[src/rtl/stack_pkg.sv]
// Shared constants, push-source encodings and occupancy FSM state type for the stack unit.
package stack_pkg;

  localparam int DEFAULT_WIDTH = 16;
  localparam int DEFAULT_DEPTH = 16;

  localparam logic SRC_DATA = 1'b0;
  localparam logic SRC_ALU  = 1'b1;

  typedef enum logic [1:0] {
    EMPTY = 2'd0,
    MID   = 2'd1,
    FULL  = 2'd2
  } state_t;

endpackage

[src/rtl/stack_unit_if.sv]
// Command/status bundle of the stack unit; master issues push/pop commands, slave is the stack.
interface stack_unit_if #(
  parameter int WIDTH = stack_pkg::DEFAULT_WIDTH,
  parameter int DEPTH = stack_pkg::DEFAULT_DEPTH
);
  import stack_pkg::*;

  // There is no valid/ready pair: push and pop are commands sampled on every rising
  // clock edge and always accepted; illegal commands are reported via overflow/underflow.
  logic                       push;
  logic                       pop;
  logic                       src_sel;
  logic [WIDTH-1:0]           data_in;
  logic [WIDTH-1:0]           alu_in;
  logic [WIDTH-1:0]           top;
  logic [$clog2(DEPTH):0]     count;
  logic                       empty;
  logic                       full;
  logic                       overflow;
  logic                       underflow;
  state_t                     state;

  modport master (
    output push, pop, src_sel, data_in, alu_in,
    input  top, count, empty, full, overflow, underflow, state
  );

  modport slave (
    input  push, pop, src_sel, data_in, alu_in,
    output top, count, empty, full, overflow, underflow, state
  );

endinterface

[src/rtl/stack_ram.sv]
// DEPTH x WIDTH stack storage: synchronous write port, asynchronous read port.
module stack_ram
  import stack_pkg::*;
#(
  parameter int WIDTH = DEFAULT_WIDTH,
  parameter int DEPTH = DEFAULT_DEPTH
) (
  input  logic                     clock,
  input  logic                     we,
  input  logic [$clog2(DEPTH)-1:0] waddr,
  input  logic [WIDTH-1:0]         wdata,
  input  logic [$clog2(DEPTH)-1:0] raddr,
  output logic [WIDTH-1:0]         rdata
);

  logic [WIDTH-1:0] mem [DEPTH];

  always_ff @(posedge clock) begin
    if (we) mem[waddr] <= wdata;
  end

  assign rdata = mem[raddr];

endmodule

[src/rtl/stack_unit.sv]
// Hardware LIFO stack with registered top-of-stack and occupancy FSM.
// Define STACK_ERR_STICKY_EN to latch overflow/underflow until reset instead of pulsing them.
module stack_unit
  import stack_pkg::*;
#(
  parameter int WIDTH = DEFAULT_WIDTH,
  parameter int DEPTH = DEFAULT_DEPTH
) (
  input  logic         clock,
  input  logic         reset,
  stack_unit_if.slave  bus
);

  localparam int AW = $clog2(DEPTH);
  localparam int CW = AW + 1;

  state_t           state_q, state_d;
  logic [CW-1:0]    count_q, count_d;
  logic [WIDTH-1:0] top_q, top_d;
  logic             ovf_q, ovf_d, ovf_hit;
  logic             unf_q, unf_d, unf_hit;

  logic             we;
  logic [AW-1:0]    waddr;
  logic [AW-1:0]    top_idx;
  logic [AW-1:0]    below_idx;
  logic [WIDTH-1:0] operand;
  logic [WIDTH-1:0] rdata;

  assign operand   = (bus.src_sel == SRC_ALU) ? bus.alu_in : bus.data_in;
  // Index arithmetic wraps within AW bits, which is exact for every count where it is used.
  assign top_idx   = count_q[AW-1:0] - AW'(1);
  assign below_idx = count_q[AW-1:0] - AW'(2);

  stack_ram #(.WIDTH(WIDTH), .DEPTH(DEPTH)) u_ram (
    .clock (clock),
    .we    (we),
    .waddr (waddr),
    .wdata (operand),
    .raddr (below_idx),
    .rdata (rdata)
  );

  always_comb begin
    state_d = state_q;
    count_d = count_q;
    top_d   = top_q;
    we      = 1'b0;
    waddr   = count_q[AW-1:0];
    ovf_hit = 1'b0;
    unf_hit = 1'b0;
    case ({bus.push, bus.pop})
      2'b11: begin
        if (state_q == EMPTY) begin
          unf_hit = 1'b1;
        end else begin
          we    = 1'b1;
          waddr = top_idx;
          top_d = operand;
        end
      end
      2'b10: begin
        if (state_q == FULL) begin
          ovf_hit = 1'b1;
        end else begin
          we      = 1'b1;
          count_d = count_q + CW'(1);
          top_d   = operand;
          state_d = (count_q == CW'(DEPTH - 1)) ? FULL : MID;
        end
      end
      2'b01: begin
        if (state_q == EMPTY) begin
          unf_hit = 1'b1;
        end else begin
          count_d = count_q - CW'(1);
          top_d   = (count_q == CW'(1)) ? '0 : rdata;
          state_d = (count_q == CW'(1)) ? EMPTY : MID;
        end
      end
      default: ;
    endcase
`ifdef STACK_ERR_STICKY_EN
    ovf_d = ovf_q | ovf_hit;
    unf_d = unf_q | unf_hit;
`else
    ovf_d = ovf_hit;
    unf_d = unf_hit;
`endif
  end

  always_ff @(posedge clock) begin
    if (reset) begin
      state_q <= EMPTY;
      count_q <= '0;
      top_q   <= '0;
      ovf_q   <= 1'b0;
      unf_q   <= 1'b0;
    end else begin
      state_q <= state_d;
      count_q <= count_d;
      top_q   <= top_d;
      ovf_q   <= ovf_d;
      unf_q   <= unf_d;
    end
  end

  assign bus.top       = top_q;
  assign bus.count     = count_q;
  assign bus.empty     = (state_q == EMPTY);
  assign bus.full      = (state_q == FULL);
  assign bus.overflow  = ovf_q;
  assign bus.underflow = unf_q;
  assign bus.state     = state_q;

endmodule

[src/flat_wrapper.sv]
// flat-port wrapper written by rule: the top's interface ports become plain ports
module stack_unit_flat import stack_pkg::*;
#(
  parameter int WIDTH = DEFAULT_WIDTH,
  parameter int DEPTH = DEFAULT_DEPTH
)
  (clock, reset, bus_push, bus_pop, bus_src_sel, bus_data_in, bus_alu_in, bus_top, bus_count, bus_empty, bus_full, bus_overflow, bus_underflow, bus_state);
  stack_unit_if #(.WIDTH(WIDTH), .DEPTH(DEPTH)) bus_i ();
  input  logic clock;
  input  logic reset;
  input wire logic [$bits(bus_i.push)-1:0] bus_push;
  input wire logic [$bits(bus_i.pop)-1:0] bus_pop;
  input wire logic [$bits(bus_i.src_sel)-1:0] bus_src_sel;
  input wire logic [$bits(bus_i.data_in)-1:0] bus_data_in;
  input wire logic [$bits(bus_i.alu_in)-1:0] bus_alu_in;
  output wire logic [$bits(bus_i.top)-1:0] bus_top;
  output wire logic [$bits(bus_i.count)-1:0] bus_count;
  output wire logic [$bits(bus_i.empty)-1:0] bus_empty;
  output wire logic [$bits(bus_i.full)-1:0] bus_full;
  output wire logic [$bits(bus_i.overflow)-1:0] bus_overflow;
  output wire logic [$bits(bus_i.underflow)-1:0] bus_underflow;
  output wire logic [$bits(bus_i.state)-1:0] bus_state;
  assign bus_i.push = bus_push;
  assign bus_i.pop = bus_pop;
  assign bus_i.src_sel = bus_src_sel;
  assign bus_i.data_in = bus_data_in;
  assign bus_i.alu_in = bus_alu_in;
  assign bus_top = bus_i.top;
  assign bus_count = bus_i.count;
  assign bus_empty = bus_i.empty;
  assign bus_full = bus_i.full;
  assign bus_overflow = bus_i.overflow;
  assign bus_underflow = bus_i.underflow;
  assign bus_state = bus_i.state;
  stack_unit #(.WIDTH(WIDTH), .DEPTH(DEPTH)) u_core (.clock(clock), .reset(reset), .bus(bus_i));
endmodule
[config.mk]
export PLATFORM = sky130hd
export DESIGN_NAME = stack_unit_flat
export DESIGN_NICKNAME = d
export VERILOG_FILES = /design/src/rtl/stack_pkg.sv /design/src/rtl/stack_unit_if.sv /design/src/rtl/stack_ram.sv /design/src/rtl/stack_unit.sv /design/src/flat_wrapper.sv
export SDC_FILE = /design/constraint.sdc
export NUM_CORES = 1
export LEC_CHECK = 0
export ABC_CLOCK_PERIOD_IN_PS = 5600
export CAP_MARGIN = 20
export CORE_MARGIN = 8
export CORE_UTILIZATION = 50
export CTS_BUF_LIST = sky130_fd_sc_hd__clkbuf_8
export DETAILED_ROUTE_END_ITERATION = 7
export PLACE_DENSITY_LB_ADDON = 0.25
export REMOVE_ABC_BUFFERS = 1
export SETUP_SLACK_MARGIN = 0.1
export SLEW_MARGIN = 20
export SYNTH_ARGS = -nofsm -noshare
export SYNTH_HDL_FRONTEND = slang
export SYNTH_HIERARCHICAL = 1
export SYNTH_SLANG_ARGS = --single-unit
[constraint.sdc]
create_clock -name clock -period 5.6 [get_ports clock]
set_clock_uncertainty 0.15 [all_clocks]
set_input_delay 0.84 -clock clock [delete_from_list [all_inputs] [get_ports clock]]
set_output_delay 0.84 -clock clock [all_outputs]
set_load 0.01 [all_outputs]
# Word level (Yosys, flattened, before mapping)
# Memory sizes are Yosys's and may differ from the RTL's.
# Index checks and enable logic that the tools add are counted.
# totals
register_bits,25
ram_bits,256
out_inout_bits,27
elab_cells,52
mem_count,1
# op_classes
n_addsub,4
n_eq_ne,9
muxes,23
bitwise,2
n_reduce_logical,8
# mem_list
name,depth,word_bits,read_ports,rd_clocked_by_memory_dff,write_ports,line_no,rtl
u_core.u_ram.mem,16,16,1,0,1,stack_ram.sv:16,logic [WIDTH-1:0] mem [DEPTH];
# ops
cell,count
$mux 16,5
$pmux 16 s3,1
$mux 5,2
$pmux 5 s2,1
$mux 4,2
$mux 1,7
$eq 2x2->1 const B,3
$mux 2,3
$ne 2x2->1 const B,3
$reduce_or 2->1,3
$add 5x1->5 const B,1
$eq 5x1->1 const B,1
$eq 5x4->1 const B,1
$sub 5x1->5 const B,1
$pmux 2 s2,1
$reduce_and 4->1,1
$sub 4x1->4 const B,1
$sub 4x2->4 const B,1
$reduce_and 3->1,1
$reduce_bool 3->1,1
$eq 2x1->1 const B,1
$logic_not 2->1,1
$not 1->1,2
$pmux 1 s2,1
$reduce_bool 2->1,1

# Depth between registers and ports, before layout
# logic_depth
ltp_word,5
depth_mapped,10
ltp_nobuf,8

# Cells and area by module
# The synthesis kept the hierarchy.
# by_module_without_submodules
module,n_inst,cells_per_inst,area_each_um2
stack_ram,1,416,9723.1
stack_unit,1,171,1564.0

# Worst setup path before layout
# OpenSTA, ideal clock, no wires.
# synth_timing
kind,in2reg
startpoint,input port bus_push
endpoint,"memory u_core/u_ram/mem[0][0] (netlist bit), enable pin"
setup_time_ns,0.409
arrival_ns,3.174
slack_ns,1.867
path_stages,7
cell_sequence,buf_4 > nand2_1 > nor2_1 > nand2_1 > xnor2_1 > or3b_2 > nor3_1
# synth_lines
item,line_no,rtl
start: declaration,flat_wrapper.sv:11,input wire logic [$bits(bus_i.push)-1:0] bus_push;
$eq 2x2->1,stack_unit.sv:52,"case ({bus.push, bus.pop})"
$mux 4,stack_unit.sv:52,
via u_core.waddr[2],stack_unit.sv:24,logic [AW-1:0] waddr;
end: declaration,stack_ram.sv:16,
# The timed path passes the listed nets, and every way through them passes these cells.

# Worst setup path in the final report
# layout_timing
startpoint,register u_core.count_q[1] (netlist: u_core/bus.count[1])
endpoint,"memory u_core/u_ram/mem[7][7] (netlist bit), enable pin"
# layout_via
elab_chain_cells,3
# layout_rtl
item,line_no,rtl
start: declaration,stack_unit.sv:18,"logic [CW-1:0] count_q, count_d;"
start signal: assignment,stack_unit.sv:101,count_q <= count_d;
$sub 4x1->4,stack_unit.sv:32,assign top_idx = count_q[AW-1:0] - AW'(1);
$mux 4,stack_unit.sv:54,if (state_q == EMPTY) begin
$mux 4 *,stack_unit.sv:52,
via u_core.waddr[1],stack_unit.sv:24,
# Mark *: on every way through the listed nets, which the timed path passes. The rest lies on a longest branch.

==> impl_metrics.py <==
metrics = {
    "final_layout": {
        "multi_input_comb_area_um2": 2890,
        "post_route_cells_drive_above_1_share": 0.235,
        "final_design_area_no_fill_um2": 13100,
        "final_core_util": 0.584,
        "fill_cells": 1704,
        "net_total_in_the_final_layout": 727,
        "n_antenna_cell": 0,
        "layout-area-overhead-vs-synth_pct": 16.1,
        "area_used_by_sequential_logic_in_the_layout_um2": 8190,
    },
    "clock_tree": {
        "cts_tree": "built",
        "clock_latency_ps": 540,
        "clock_sinks": 281,
        "cts-root-buf": "clkbuf_8",
        "hold_buffers": 0,
        "ctsHtreeMaxLevel": 2,
        "post-cts-setup-buffers": 0,
        "cts.path.max_buffers": 3,
        "cts_buffers": 46,
        "cts.reportedPaths.clkPinSlew_ps": 60,
        "postCtsResizedCells": 0,
    },
    "setup_path": {
        "slowest_delay_ps": 600,
        "worst-r2r-setup-slack_ps": 1830,
        "end_kind": "flip-flop",
        "crit_path_frequent_cell": "buf_4",
        "worstRegToRegCells": 7,
        "critical_path.slowest_cell": "buf_4",
        "cp_max_fo": 38,
        "path_delay_family": "buffers and inverters",
        "rr_startpoint": "u_core/bus.count[1]",
        "cp_cell_sequence": "inv_2 -> buf_4 -> ha_1 -> a21oi_1 -> nand2_1 -> nor2_1 -> buf_4",
        "cp-startpoint": "u_core/bus.count[1]",
        "reg2reg_to": "u_core/u_ram/mem[7][7]",
        "startpoint_type": "flip-flop",
        "cp.arrival_ps": 3830,
        "timing.critical_path.buf_inv": 3,
        "worst-endpoint-required_ps": 5660,
        "worst-setup-path-type": "flip-flop to flip-flop",
    },
    "yosys": {
        "dominantRegCellSynth": "edfxtp_1",
        "synth_seq_area_share": 0.725,
        "yosysWarnings": 6,
        "synth-edff-count": 256,
        "synthMostInstantiatedCell": "edfxtp_1",
        "synthesis.area_per_instance_um2": 19.2,
        "synth_top_area_cell": "edfxtp_1",
        "synthesis.instances": 587,
        "yosys-top-cells-area": "edfxtp_1 (68%), mux4_2 (11%), dfxtp_1 (4.4%)",
        "ys_async_rst_share": 0,
        "synth.ff_latch_count": 281,
        "synth.cells.most_frequent": "edfxtp_1 (256), mux4_2 (54), nor2_1 (39), a22oi_1 (32), dfxtp_1 (25)",
        "yosys.cell_types.count": 46,
        "yosysTopAreaCellShare": 0.681,
        "post_synth_instance_area_um2": 11300,
    },
    "drt": {
        "drt-vias-per-instance": 5.88,
        "drc_errors": 0,
        "drt-wirelength-per-cell_um": 23.6,
        "routed_wirelength_um": 23700,
        "drt-pass1-iter-count": 5,
        "drt_first_iter_violations": 450,
        "drtAntennaViolNets": 0,
        "detailroute.via_count": 5897,
    },
    "global_route": {
        "grt_util_met3": 0.0314,
        "grt_first_pass_wirelength_um": 36200,
        "grt_pass1_vias": 6156,
        "antenna_found_initial": 0,
        "met1_track_usage_gr": 0.231,
        "pin_count_of_the_biggest_net_entering_global_routing": 52,
        "grt_peak_use_layer": "met2",
        "gr-usage-met2": 0.281,
        "grt_overflow_total": 0,
        "grt_util_all_layers": 0.171,
    },
    "die": {
        "core_area_um2": 22400,
        "die_width_um": 166,
        "placementRows": 55,
        "num_io_pins": 64,
        "dieArea_um2": 27600,
        "die_h_um": 166,
        "initial_utilization": 0.503,
    },
    "power": {
        "power_per_cell_area_nw_per_um2": 346,
        "ir_drop_mv": 0.198,
        "total_leakage_power_nw": 4.35,
        "total_power_consumption_of_the_routed_design_mw": 4.54,
    },
    "placed_design": {
        "gp_congestion": 0.837,
        "dpl-instance-area_um2": 12200,
        "place.detailed.hpwl_um": 14800,
        "port_buffers": 63,
    },
    "timing": {
        "part_of_the_cycle_the_worst_path_needs": 0.673,
        "finalHoldViolations": 0,
        "timing.fmax_mhz": 265,
        "rsz_0062_raised_after_global_routing": "false",
        "relSlewSlack": 0.348,
        "timing.final.setup_violations": 0,
        "setup_tns_ps": 0,
        "finalCriticalPeriod_ps": 3770,
        "timing_max_transition_violations_final": 0,
        "worstMarginPinSlew_ps": 978,
    },
    "min_path": {
        "hold_class": "flip-flop to flip-flop",
        "hold_path.startpoint": "u_core/bus.top[7]",
        "worstHoldPathCells": 2,
        "endpoint_worst_hold": "u_core/bus.top[7]",
    },
    "flow_run": {
        "drv.max_cap_violation_count": 0,
    },
    "status": {
        "status": "complete, no violations",
    },
}
[power by group]
part | total, mW | internal, mW | switching (mW)
sequential | 2.39 | 2.35 | 0.0398
combinational | 0.478 | 0.214 | 0.264
clock | 1.67 | 0.900 | 0.767
[kinds of logic (layout without fill, tap and decap cells)]
kind of cell,after synthesis,after routing,synth area share
flip-flops,281,281,0.725
AND/OR/NAND/NOR,104,104,0.0437
multiplexers,83,83,0.150
AO/OA/AOI/OAI,64,64,0.0463
buffers and inverters,41,172,0.0208
adder cells (fa/ha/maj),7,7,0.00776
XOR/XNOR,7,7,0.00610
[registers in the layout (all words and copies together) (netlist names)]
register,flops
u_core/u_ram/mem,256
u_core/bus.top,16
u_core/bus.count,5
u_core/bus.state,2
u_core/bus.overflow,1
u_core/bus.underflow,1
[cell usage in the layout (no fill, tap or decap), drive strengths merged, types with 2 or more instances in the layout]
cell type,synthesis,final
nand2,22,22
mux4,64,64
nand3,2,2
clkdlybuf4s50,0,62
edfxtp,256,256
a221oi,16,16
nor2,39,39
inv,6,20
and2b,2,2
clkbuf,11,49
xnor2,6,6
a21oi,5,5
dfxtp,25,25
bufinv,0,2
clkinv,0,17
a22oi,32,32
nand2b,3,3
nor3,22,22
nor2b,5,5
o22ai,2,2
nand3b,2,2
buf,24,21
ha,7,7
o21ai,2,2
mux2,18,18
[layer usage]
| layer | share of wire | vias up |
|---|---|---|
| li1 | - | 2607 |
| met1 | 0.43 | 3015 |
| met2 | 0.49 | 231 |
| met3 | 0.063 | 44 |
| met4 | 0.019 | 0 |
| met5 | 0 | - |
[worst min-delay path, cell delays in order, from the launching register on]
cell,delay [ps]
dfxtp_1,310
nor2_1,90
nor3_1,50
[cell type report]
| class | instances | area share |
|---|---|---|
| Sequential cell | 281 | 0.625 |
| Timing Repair Buffer | 83 | 0.0592 |
| Tap cell | 285 | 0.0272 |
| Multi-Input combinational cell | 265 | 0.220 |
| Clock inverter | 34 | 0.0148 |
| Inverter | 6 | 0.00172 |
| Clock buffer | 49 | 0.0515 |
[stage by stage]
step                cells  hold slack, ps  worst slack (ps)
global placement      920             334              1800
CTS                  1003             343              1810
global route         1003             368              1580
floorplan             552             354              -314
detailed placement    920             331              1710
finish               1003             341              1830
[how the worst max path moves through the flow]
stage,cells after the start,to
finish,7,u_core/u_ram/mem[7][7]
global placement,8,u_core/u_ram/mem[7][11]
floorplan,6,u_core/u_ram/mem[0][0]
detailed placement,8,u_core/u_ram/mem[7][11]
CTS,7,u_core/u_ram/mem[7][11]
global route,7,u_core/u_ram/mem[7][7]
Note: power is estimated with default switching activity, not from simulation.
==> RTL edit (same settings) <==
Reset style: asynchronous (`reset`), changed in one clocked block.
--- a/src/rtl/stack_unit.sv
+++ b/src/rtl/stack_unit.sv
@@ -90,5 +90,5 @@
   end
 
-  always_ff @(posedge clock) begin
+  always_ff @(posedge clock or posedge reset) begin
     if (reset) begin
       state_q <= EMPTY;
Behaviour: differs if reset is asserted again (counterexample within 4 cycles, from zero or initial values and one cycle with reset high); with reset held inactive, the same outputs for 4 cycles.
==> RTL edit against the original RTL <==
Sequential cell count stayed put; final area increased by 0.13%; setup slack gained 0.22 ns; via count is 1.8% higher; die area grew 0.74%; hold slack lost 0.0061 ns; wire length rose by 5.5%; area after synthesis is 0.81% higher; critical path type is now in -> reg; highest routed layer unchanged.
Power is not compared: it rests on default switching activity, and its combinational part moved more than twofold at a synthesized area within 25%.
==> RTL edit: results (changes against the original RTL) <==
Run status - complete, no violations
GPL Wtd Cong - 0.803 (-4.1%)
Vias in the first global route - 6268 (+1.8%)
Crit path DAT - 3.54 ns (-0.29 ns)
Fraction of area in multi-input gates - 21.7% (-0.35 points)
Post-place instance area - 0.0124 sq mm (+1.1%)
Routed WL - 25000 um (+5.5%)
Post-DP HPWL - 14900 um (+0.46%)
Clock buffers - 44 (-10%)
Sequential element share of the synthesized area - 73.1% (+0.52 points)
Crit Path Max Fanout - 16 (-58%)
Post-synth top cells - 256 x edfxtp_1, 54 x mux4_2, 44 x a22oi_1
Largest net degree at the start of global routing - 49 (-5.8%)
CP startpoint - bus_push
Multi-input gate area - 0.00284 sq mm (-1.5%)
Register cell area after layout - 0.00832 sq mm (+1.5%)
Die X - 167 um (+0.37%)
Worst Tran Pin Value - 1.05 ns (+0.0763 ns)
Clk tree area frac - 5.74% (-0.89 points)
Layout cells sized above 1 - 22.1% (-1.5 points)
Via count - 6002 (+1.8%)
Distinct cells, synth - 38 (-17%)
#MultiIn Comb - 261 (-1.5%)
First-pass GRT wire length - 38000 um (+4.9%)
Delay-heaviest family, CP - simple AND/OR/NAND/NOR gates
Tightest Hold Check Type - reg -> reg
Area contributors post-synth - edfxtp_1 68%, mux4_2 11%, dfrtp_1 5.5%
Min-delay src - u_core/bus.top[3]$_DFFE_PP0P_
Filler Cells Inserted - 1661 (-2.5%)
Initial DRC Count - 591 (+31%)
Buffers, non-clock - 86 (+3.6%)
Max incr delay on CP - 0.86 ns (+0.26 ns)
Fraction of cell area in non-clock buffers - 6.12% (+0.20 points)
Gr usage total - 18.1% (+0.99 points)
Invs w/o clock - 12 (+6)
Slowest-stage cell, CP - nor2_2
Ys async rst share - 8.90% (+8.9 points)
Reg2Reg Launch Point - u_core/bus.count[1]$_DFFE_PP0P_
CTS buffer count - 43 (-6.5%)
Leakage power - 4.43 nW
-- RTL edit: cell types whose count changed in the layout (fill, tap and decap cells not counted), sizes merged, moves of 3 or more --
cell and change:
inv +8, dfxtp -25, nand2 +20, a221oi -16, clkbuf -5, a22oi +16
xor2 +3, dfrtp +25, ha +3, nor2 -18, nor3 -17, o21ai +20
-- RTL edit: worst paths after layout --
kind	to	slack, ns	depth (start not counted)
min reg2reg	u_core/bus.top[3]$_DFFE_PP0P_	0.34	2
max reg2reg	u_core/u_ram/mem[1][13]$_DFFE_PP_	2.20	8
min	u_core/bus.top[3]$_DFFE_PP0P_	0.34	2
max in group asynchronous	u_core/bus.count[0]$_DFFE_PP0P_	4.38	3
min in group asynchronous	u_core/bus.state[0]$_DFFE_PP0P_	0.57	3
max	u_core/u_ram/mem[1][13]$_DFFE_PP_	2.05	6
-- RTL edit: through the flow --
step | worst slack [ns] | cells | hold slack [ns]
final | 2.05 | 1005 | 0.335
after floorplan | 0.0476 | 554 | 0.366
after global routing | 1.90 | 1005 | 0.371
after global placement | 1.61 | 925 | 0.317
after CTS | 2.08 | 1005 | 0.338
after detailed placement | 1.53 | 925 | 0.325
-- RTL edit: metal layers --
metal / global-route usage [%] / share of wire (%)
met3: 3.69 / 8.2
met5: 0 / 0
met4: 6.07 / 2.3
met1: 23.9 / 40
met2: 29.7 / 49
-- RTL edit: logic make-up (layout without fill, tap and decap cells) --
family,count (synthesis),count (layout),share of synthesized area [%]
fa+ha+maj,10,10,1.10
compound gates,77,77,4.92
simple gates,84,84,3.41
mux,82,82,14.8
buf+inv,43,178,2.14
flops,281,281,73.1
xor+xnor,8,8,0.616
-- RTL edit: tightest hold or removal path, stage by stage (launching register included) --
cell and delay, ns:
dfrtp_1 0.34, nand2_1 0.05, o21ai_1 0.06
